$ cat src/rtl/fifo_pkg.sv
// Shared types and constants for the FIFO read-side burst reader.
package fifo_pkg;

    typedef enum logic [1:0] {
        IDLE  = 2'd0,
        ARM   = 2'd1,
        BURST = 2'd2
    } rd_state_t;

    localparam int SKID_DEPTH = 2;
    localparam int STAT_WIDTH = 16;

endpackage

$ cat src/rtl/skid_buffer.sv
// Two-entry registered valid/ready buffer (SKID_DEPTH entries). The output
// register presents the stream; the hold register catches the one word that
// arrives while the output is stalled. s_ready comes straight from a flop, so
// nothing on the downstream side reaches s_ready combinationally.
module skid_buffer
    import fifo_pkg::*;
#(
    parameter int WIDTH = 8
) (
    input  logic             clk,
    input  logic             rst_n,
    input  logic [WIDTH-1:0] s_data,
    input  logic             s_valid,
    output logic             s_ready,
    output logic [WIDTH-1:0] m_data,
    output logic             m_valid,
    input  logic             m_ready,
    output logic             occupied
);

    logic             hold_valid;
    logic [WIDTH-1:0] hold_data;
    logic             push;

    assign s_ready  = !hold_valid;
    assign push     = s_valid && s_ready;
    assign occupied = m_valid || hold_valid;

    // Output register refills from the hold slot first, then from the input;
    // while the output is stalled an incoming word parks in the hold slot.
    always_ff @(posedge clk or negedge rst_n) begin
        if (!rst_n) begin
            m_valid    <= 1'b0;
            m_data     <= '0;
            hold_valid <= 1'b0;
            hold_data  <= '0;
        end else if (!m_valid || m_ready) begin
            if (hold_valid) begin
                m_data     <= hold_data;
                m_valid    <= 1'b1;
                hold_valid <= 1'b0;
            end else if (push) begin
                m_data  <= s_data;
                m_valid <= 1'b1;
            end else begin
                m_valid <= 1'b0;
            end
        end else if (push) begin
            hold_data  <= s_data;
            hold_valid <= 1'b1;
        end
    end

endmodule

$ cat src/rtl/fifo_burst_reader.sv
// Drains a first-word-fall-through FIFO in bursts onto a valid/ready stream
// with a last flag on the final word of each burst.
// Optional statistics counters: define FIFO_BURST_READER_STATS_EN.
//
// state | meaning
// ------+-----------------------------------------------------------------
// IDLE  | FIFO empty, timer held clear
// ARM   | words queued; timer runs until threshold, flush or timeout
// BURST | popping a fixed number of words into the skid buffer
module fifo_burst_reader
    import fifo_pkg::*;
#(
    parameter int DWIDTH         = 20,
    parameter int COUNT_WIDTH    = 7,
    parameter int BURST_LEN      = 16,
    parameter int TIMEOUT_CYCLES = 255
) (
    input  logic                   clk,
    input  logic                   rst_n,
    input  logic [DWIDTH-1:0]      fifo_dout,
    input  logic                   fifo_empty,
    input  logic [COUNT_WIDTH-1:0] fifo_data_count,
    output logic                   fifo_rd_en,
    input  logic                   flush,
    output logic [DWIDTH-1:0]      m_data,
    output logic                   m_valid,
    output logic                   m_last,
    input  logic                   m_ready,
    output logic                   busy
`ifdef FIFO_BURST_READER_STATS_EN
   ,output logic [STAT_WIDTH-1:0]  burst_cnt,
    output logic [STAT_WIDTH-1:0]  timeout_cnt
`endif
);

    localparam int                     TIMER_WIDTH = $clog2(TIMEOUT_CYCLES + 1);
    localparam logic [TIMER_WIDTH-1:0] TIMER_MAX   = TIMER_WIDTH'(TIMEOUT_CYCLES);
    localparam logic [COUNT_WIDTH-1:0] BURST_LEN_C = COUNT_WIDTH'(BURST_LEN);
    localparam logic [COUNT_WIDTH-1:0] ONE_C       = COUNT_WIDTH'(1);

    rd_state_t               state, state_nxt;
    logic [TIMER_WIDTH-1:0]  timer, timer_nxt;
    logic [COUNT_WIDTH-1:0]  remaining, remaining_nxt;
    logic                    threshold_met;
    logic                    timer_expired;
    logic                    skid_ready;
    logic                    skid_occupied;
    logic [DWIDTH:0]         skid_in;
    logic [DWIDTH:0]         skid_out;

    assign threshold_met = (fifo_data_count >= BURST_LEN_C);
    assign timer_expired = (timer == TIMER_MAX);
    assign skid_in       = {fifo_dout, (remaining == ONE_C)};

    // State, timer and remaining-word counter registers.
    always_ff @(posedge clk or negedge rst_n) begin
        if (!rst_n) begin
            state     <= IDLE;
            timer     <= '0;
            remaining <= '0;
        end else begin
            state     <= state_nxt;
            timer     <= timer_nxt;
            remaining <= remaining_nxt;
        end
    end

    // Next-state, burst length capture and pop request.
    always_comb begin
        state_nxt     = state;
        timer_nxt     = timer;
        remaining_nxt = remaining;
        fifo_rd_en    = 1'b0;
        case (state)
            IDLE: begin
                timer_nxt = '0;
                if (!fifo_empty) begin
                    state_nxt = ARM;
                end
            end
            ARM: begin
                if (!timer_expired) begin
                    timer_nxt = timer + TIMER_WIDTH'(1);
                end
                if (threshold_met) begin
                    state_nxt     = BURST;
                    remaining_nxt = BURST_LEN_C;
                end else if (flush || timer_expired) begin
                    // A zero-length burst would never terminate; fall back to
                    // IDLE if the occupancy reads empty at this point.
                    if (fifo_data_count != '0) begin
                        state_nxt     = BURST;
                        remaining_nxt = fifo_data_count;
                    end else begin
                        state_nxt = IDLE;
                    end
                end
            end
            BURST: begin
                fifo_rd_en = skid_ready && !fifo_empty;
                if (fifo_rd_en) begin
                    remaining_nxt = remaining - ONE_C;
                    if (remaining == ONE_C) begin
                        timer_nxt = '0;
                        state_nxt = (fifo_data_count > ONE_C) ? ARM : IDLE;
                    end
                end
            end
            default: begin
                state_nxt = IDLE;
                timer_nxt = '0;
            end
        endcase
    end

    skid_buffer #(
        .WIDTH (DWIDTH + 1)
    ) u_skid (
        .clk      (clk),
        .rst_n    (rst_n),
        .s_data   (skid_in),
        .s_valid  (fifo_rd_en),
        .s_ready  (skid_ready),
        .m_data   (skid_out),
        .m_valid  (m_valid),
        .m_ready  (m_ready),
        .occupied (skid_occupied)
    );

    assign m_data = skid_out[DWIDTH:1];
    assign m_last = skid_out[0];
    assign busy   = (state != IDLE) || skid_occupied;

`ifdef FIFO_BURST_READER_STATS_EN
    logic timeout_entry;

    assign timeout_entry = (state == ARM) && !threshold_met && timer_expired
                           && (fifo_data_count != '0);

    // Completed-burst and timeout-burst counters; both wrap.
    always_ff @(posedge clk or negedge rst_n) begin
        if (!rst_n) begin
            burst_cnt   <= '0;
            timeout_cnt <= '0;
        end else begin
            if (m_valid && m_ready && m_last) begin
                burst_cnt <= burst_cnt + STAT_WIDTH'(1);
            end
            if (timeout_entry) begin
                timeout_cnt <= timeout_cnt + STAT_WIDTH'(1);
            end
        end
    end
`endif

    // The reader is the only popper, so the FIFO cannot run dry mid-burst.
    a_no_empty_in_burst : assert property (
        @(posedge clk) disable iff (!rst_n) (state == BURST) |-> !fifo_empty
    ) else $error("fifo_burst_reader: FIFO went empty during a burst");

endmodule

$ cat config.mk
export PLATFORM = sky130hd
export DESIGN_NAME = fifo_burst_reader
export DESIGN_NICKNAME = d
export VERILOG_FILES = /design/src/rtl/fifo_pkg.sv /design/src/rtl/skid_buffer.sv /design/src/rtl/fifo_burst_reader.sv
export SDC_FILE = /design/constraint.sdc
export NUM_CORES = 1
export LEC_CHECK = 0
export ABC_AREA = 0
export BUFFER_PORTS_ARGS = -buffer_cell sky130_fd_sc_hd__buf_2
export CAP_MARGIN = 5
export CORE_MARGIN = 2
export CORE_UTILIZATION = 60
export DETAILED_ROUTE_END_ITERATION = 10
export MAX_ROUTING_LAYER = met4
export PLACE_DENSITY = 0.86
export SYNTH_ARGS = -nofsm -noshare
export SYNTH_HDL_FRONTEND = slang
export SYNTH_SLANG_ARGS = --single-unit
$ cat constraint.sdc
create_clock -name clk -period 5.4 [get_ports clk]
set_input_delay 1.08 -clock clk [delete_from_list [all_inputs] [get_ports clk]]
set_output_delay 1.08 -clock clk [all_outputs]
set_load 0.005 [all_outputs]
### Yosys cells after proc, flatten, opt, wreduce, memory -nomap -nowiden

Cells that the tools add are included.

* $add $sub $neg: 2
* order comparisons: 2
* equality and inequality tests: 10
* muxes and demuxes: 24
* bitwise logic cells: 1
* reductions and logical operators: 20

Operators with widths (count)
* $mux W21: 2
* $mux W7: 4
* $mux W8: 3
* $pmux W8 S2: 1
* $pmux W7 S2: 1
* $mux W2: 6
* $add A8 B1 Y8 const B: 1
* $eq A8 B8 Y1 const B: 1
* $reduce_and A4 Y1: 2
* $reduce_bool A2 Y1: 4
* $eq A7 B1 Y1 const B: 1
* $ge A7 B5 Y1 const B: 1
* $gt A7 B1 Y1 const B: 1
* $reduce_bool A7 Y1: 1
* $sub A7 B1 Y7 const B: 1
* $mux W1: 6
* $ne A2 B2 Y1 const B: 3
* $ne A3 B3 Y1 const B: 2
* $pmux W2 S3: 1
* $logic_or A1 B1 Y1: 4
* $reduce_and A2 Y1: 2
* $logic_not A1 Y1: 3
* $reduce_and A3 Y1: 1
* $eq A2 B1 Y1 const B: 1
* 5 further kinds: 6

* register bits: 61
* input bits: 32
* output and inout bits: 24

### Longest topological paths before layout

* word-level depth: 6
* mapped depth: 9
* depth with buffers taken out: 6

### Modules after synthesis

A second synthesis with hierarchy kept.

* cell total of the unflattened synthesis: 254
* area total of the unflattened synthesis: 3313.2 µm²

Modules (own cells, without submodules)
* skid_buffer: instances 1, cells an instance 122, area each 2119.5 µm²
* fifo_burst_reader: instances 1, cells an instance 132, area each 1193.6 µm²

### Worst setup path after synthesis

No wires, ideal clock.

* path type: input -> register
* start: input port fifo_data_count[0]
* end: register remaining[1]
* library setup time: 0.125 ns
* arrival: 2.388 ns
* data required time: 5.275 ns
* path slack: 2.886 ns
* stages on the path: 5
* path buffers: 1
* cell sequence: or4b_1 -> o221ai_4 -> or2_1 -> buf_6 -> mux2_4

* longest elaborated chain between the ends: 3
* elaborated cells on any way between the ends: 7
* classes of those cells: order compare: 1; eq/ne: 2; mux: 2; reduce/logical: 2

Ends and longest elaborated chain
* start, declared: RTL line fifo_burst_reader.sv:22 `input logic [COUNT_WIDTH-1:0] fifo_data_count,`
* $ge A7 B5 Y1 / $reduce_bool A7 Y1 (equally long branches): RTL line fifo_burst_reader.sv:51, fifo_burst_reader.sv:91
* $ne A3 B3 Y1 (no line) / $mux W7 (equally long branches)
* $reduce_and A4 Y1 (no line) / $pmux W7 S2 (equally long branches)
* end signal, assigned: RTL line fifo_burst_reader.sv:64 `remaining <= remaining_nxt;`
* end, declared: RTL line fifo_burst_reader.sv:43 `logic [COUNT_WIDTH-1:0] remaining, remaining_nxt;`

Parallel ways exist; a longest one is shown, timed or not.
A chain may end at the register's enable or synchronous reset.

### Final worst setup path

* start: register u_skid.hold_valid
* end: output port busy

* longest elaborated chain between the ends: 2

Ends and longest elaborated chain
* start, declared: RTL line skid_buffer.sv:21 `logic hold_valid;`
* start signal, assigned: RTL line skid_buffer.sv:35 `hold_valid <= 1'b0;`
* start signal, assigned: RTL line skid_buffer.sv:41 `hold_valid <= 1'b0;`
* start signal, assigned: RTL line skid_buffer.sv:50 `hold_valid <= 1'b1;`
* $logic_or A1 B1 Y1: RTL line skid_buffer.sv:27 `assign occupied = m_valid || hold_valid;`
* $logic_or A1 B1 Y1: RTL line fifo_burst_reader.sv:132 `assign busy = (state != IDLE) || skid_occupied;`
* end, declared: RTL line fifo_burst_reader.sv:29 `output logic busy`

Every way passes these cells.

==> run summary <==
The proportion of power drawn by combinational gates is 36.0%. The number of setup violations in the final report is 0. The critical path start-end classification is reg2out. The total clock buffers created by CTS is 9. The synthesized netlist net count is 317.

The final cycle utilization of the critical path came out at 56.26%. The count of state elements after synthesis is 61. The slowest stage of the critical path is the sky130_fd_sc_hd__dfrtp_1 cell. The power per standard cell area is roughly 480 nW/µm².

In the final routed layout, each cell accounts on average for 15.22 µm. The run finished with clean final reports. The initial core utilization came out at 61.39%. The clock latency on the worst-skew pair came out at 0.33 ns. The number of core rows is 26. The final weighted congestion of routability-driven global placement is 0.8908. For this run, the number of Yosys warnings is 0. The sum of overflow across all layers after global routing came out at 0. For this design the total switching power over the nets is 595.5 µW. The dominant register cell in the synthesized netlist is sky130_fd_sc_hd__dfrtp_1. The share of cells above drive strength 1 came out at 31.85%. The number of H-tree branching levels is 3. The worst-path maximum fanout is 15.

The horizontal die dimension came out at 76.06 µm. In the routed layout, each cell is associated on average with a via count of about 5.8. The overall via count from detail_route is 2350. For this run, design rule violations remaining after detail routing come to 0. The cell type contributing the most total cell area after synthesis is sky130_fd_sc_hd__dfrtp_1.

The sequential standard cell area came out at 1526 µm². The first-pass GRT wire length came out at 11040 µm. The die outline area came out at about 5800 µm². The signal on the critical path passes through buf_4 > or3b_2 > buf_2. The clock network accounts for between 20% and 30% of the total power. The gate count after technology mapping is 278. STA classifies the critical path startpoint as a register. A synthesized cell averages 11.21 µm². The path depth of the worst reg2reg path is 6. The delay contributed by the slowest stage of the critical path is 0.66 ns.

The top-level I/O count is between 50 and 60. The worst setup skew after layout is about 0.0085 ns. The max-slew violation count was 0. The static power due to leakage is 1.720 nW.

The class of the most critical hold timing path is reg2reg. The synthesized netlist occupies a cell area of 3115 µm². The remaining number of nets flagged by the antenna check after routing came out at 0. The tree built by TritonCTS fans out to 61 sinks. The capture point of the worst reg-to-reg path is remaining[1]$_DFFE_PN0P_. The quantity of I/O buffers inserted on ports is 55. The critical path runs through a total of 3 cells. The number of fill cells in the layout came out at 366. The worst setup slack after layout came out at 2.362 ns. For flop-to-flop paths, the worst setup slack is around 3 ns. The vertical die dimension is 76.06 µm. By area the synthesized netlist is led by sky130_fd_sc_hd__dfrtp_1 (49%), sky130_fd_sc_hd__mux2_4 (9.2%), sky130_fd_sc_hd__mux2i_1 (7.1%), sky130_fd_sc_hd__o21ai_0 (4.7%), sky130_fd_sc_hd__nand2_1 (4.0%). After the first detailed-routing iteration, the DRC count stood at 170. The transition time at the pin with the least slew margin came out at 0.7557 ns. Detailed placement finished with a half-perimeter wire length of roughly 4200 µm. TritonCTS built the clock tree. The placeable core region is 5075 µm².

The area of combinational cells with multiple inputs came out at around 1500 µm². The number of endpoints with negative hold slack in the final report is 0. In the synthesized netlist the async set-or-reset flop fraction comes to 100.0%. The number of antenna violations at the first check in global routing is 0. The deepest clock path buffer count came out at 2. Setup repair after global routing left no endpoint under its margin.

The launch instance of the worst register-to-register path is state[1]$_DFFE_PN0P_. The number of enable-type register cells in the synthesized netlist came out at 0. The worst setup timing slack at the placement stage came out at 2.674 ns. The time the worst path needs with I/O delays and setup is 3.038 ns. The headroom to the max-slew limit came out at between 40% and 50%.

Together, buffers and inverters on the worst path number 2. The max-cap check violation count is 0. The critical path required time came out at ~4.3 ns. The detailed-router iteration count before antenna repair is 4. The buffers inserted during post-CTS setup optimization came out at 0. In this run, post-CTS hold repair placed 0 buffers. The area share of the leading cell type in the synthesized netlist came out at 49.00%. The maximum clock rate is 0.3292 GHz. Following the worst setup path forward leads to its endpoint at busy.

The number of gates resized after CTS is 0. Net switching is 34.68% of the power. The proportion of power drawn by flip-flops and latches is a little over two fifths. STA classifies the critical path endpoint as an output pin. The clock tree root driver cell is sky130_fd_sc_hd__clkbuf_8. The via count of the first global-routing pass came out at 2376.

The post-route setup TNS is 0 ns. The post-detailed-routing wire length came out at 6180 µm. The maximum vdd ir drop came out at 0.2651 mV. The clock input transition at the sequential cells of the worst setup and hold paths is 0.06 ns. The count of cell types in the netlist came out at 50. Entering global routing, the biggest net connects 62 pins. The number of antenna cells inserted came out at 0. Tracing the worst setup path back leads to its startpoint at u_skid.hold_valid$_DFFE_PN0P_. Internal power comes to 1.122 mW. The post-synthesis to final-layout area growth is 14.94%.

The kind of cell with the highest combined delay along the critical path is flip-flops. The worst path arrival time came out at 1.96 ns. Global routing used 24.23% of the available tracks across all layers. The part of the Yosys area used for sequential elements is 49.00%.

The number of nets in the final layout is around 370.
## worst reg2reg max path, stage by stage (launching register included)
cell and delay (ns):
sky130_fd_sc_hd__dfrtp_1 0.40, sky130_fd_sc_hd__inv_1 0.11, sky130_fd_sc_hd__ha_1 0.47, sky130_fd_sc_hd__or4b_1 0.53, sky130_fd_sc_hd__o221ai_4 0.23, sky130_fd_sc_hd__or2_1 0.27, sky130_fd_sc_hd__mux2_4 0.32
## power by group through the flow
| stage | registers (mW) | clock network (mW) | logic (mW) |
|---|---|---|---|
| after floorplan | 0.719 | 0 | 0.450 |
| final | 0.728 | 0.370 | 0.619 |
| after CTS | 0.727 | 0.375 | 0.622 |
| after global placement | 0.722 | 0 | 0.597 |
| after detailed placement | 0.732 | 0 | 0.617 |
| after global routing | 0.750 | 0.398 | 0.698 |
## flip-flops by register name, summed over array words and instances, names as in the netlist
| name | cells |
|---|---|
| u_skid.hold_data | 21 |
| u_skid.m_data | 21 |
| timer | 8 |
| remaining | 7 |
| state | 2 |
| u_skid.hold_valid | 1 |
| u_skid.m_valid | 1 |
## routing by layer
layer  GRT usage [%]  vias to the layer above  wire [µm]
met5               -                        -          0
met4           7.273                        0         61
met3           6.872                        8        365
met2           38.04                       90       2957
met1           31.00                     1140       2795
li1                -                     1112          -
## synth_stat cells (2+ instances only)
| cell | n |
|---|---|
| sky130_fd_sc_hd__a21oi_1 | 13 |
| sky130_fd_sc_hd__or4_4 | 2 |
| sky130_fd_sc_hd__o21ai_0 | 29 |
| sky130_fd_sc_hd__o22ai_1 | 2 |
| sky130_fd_sc_hd__ha_1 | 7 |
| sky130_fd_sc_hd__nand3_1 | 4 |
| sky130_fd_sc_hd__nor2_1 | 11 |
| sky130_fd_sc_hd__o211ai_1 | 5 |
| sky130_fd_sc_hd__nand4b_1 | 2 |
| sky130_fd_sc_hd__o31ai_1 | 7 |
| sky130_fd_sc_hd__inv_1 | 7 |
| sky130_fd_sc_hd__a31oi_1 | 2 |
| sky130_fd_sc_hd__buf_6 | 3 |
| sky130_fd_sc_hd__mux2i_1 | 22 |
| sky130_fd_sc_hd__buf_1 | 2 |
| sky130_fd_sc_hd__clkbuf_1 | 6 |
| sky130_fd_sc_hd__buf_2 | 2 |
| sky130_fd_sc_hd__nand2_1 | 33 |
| sky130_fd_sc_hd__nor2b_1 | 2 |
| sky130_fd_sc_hd__mux2_4 | 19 |
| sky130_fd_sc_hd__mux2_2 | 3 |
| sky130_fd_sc_hd__dfrtp_1 | 61 |
| sky130_fd_sc_hd__nand4_1 | 3 |
| sky130_fd_sc_hd__nor3_1 | 5 |
## placed cells by master (no fill, tap or decap), drive strengths merged, types with 2 or more instances in the layout
cell type,instances
buf,58
inv,8
o21ai,30
or4,2
o211ai,5
ha,7
clkbuf,12
clkinvlp,2
nand3,5
o22ai,2
a21oi,13
nor3,5
nor2,11
nor2b,2
o31ai,7
mux2,22
dfrtp,61
nand4,4
a31oi,2
nand2,33
mux2i,22
nand4b,2
or2,2
## cells by family (layout without fill, tap and decap cells)
| group | count (synthesis) | in the layout | share of synthesized area [%] |
|---|---|---|---|
| AOI/OAI and AO/OA | 69 | 69 | 13.94 |
| adders and majority gates | 7 | 7 | 2.811 |
| buffers and inverters | 23 | 81 | 4.538 |
| DFF | 61 | 61 | 49.00 |
| muxes | 44 | 44 | 17.31 |
| and+or+nand+nor | 74 | 74 | 12.41 |
## per-stage QoR
stage	hold WS (ns)	util [%]	power (mW)	cells	area (µm²)
after CTS	0.4804	70.56	1.724	406	3581
after global placement	0.4563	66.91	1.319	391	3396
final	0.4784	70.56	1.717	406	3581
after detailed placement	0.4662	66.91	1.349	391	3396
after floorplan	0.4502	-	1.169	278	3115
after global routing	0.5221	70.56	1.846	406	3581
## worst min path at each step
stage	startpoint	end	slack, ns	cells past startpoint
after floorplan	u_skid.hold_data[0]$_DFFE_PN0P_	u_skid.hold_data[0]$_DFFE_PN0P_	0.45	2
after global placement	u_skid.m_data[15]$_DFFE_PN0P_	u_skid.m_data[15]$_DFFE_PN0P_	0.46	2
after detailed placement	u_skid.m_data[10]$_DFFE_PN0P_	u_skid.m_data[10]$_DFFE_PN0P_	0.47	2
after CTS	u_skid.m_data[6]$_DFFE_PN0P_	u_skid.m_data[6]$_DFFE_PN0P_	0.48	2
after global routing	u_skid.m_data[6]$_DFFE_PN0P_	u_skid.m_data[6]$_DFFE_PN0P_	0.52	2
final	u_skid.m_data[6]$_DFFE_PN0P_	u_skid.m_data[6]$_DFFE_PN0P_	0.48	2
## layout make-up
type                    count  share of cell area (%)
flip-flops and latches     61                   42.63
multi-input cells         194                   40.53
repair buffers             58                   8.316
clock buffers              12                   4.612
well taps                  70                   2.446
inverters                   8                  0.9085
clock inverters             3                  0.5591
Power figures use the tool's default switching activity.
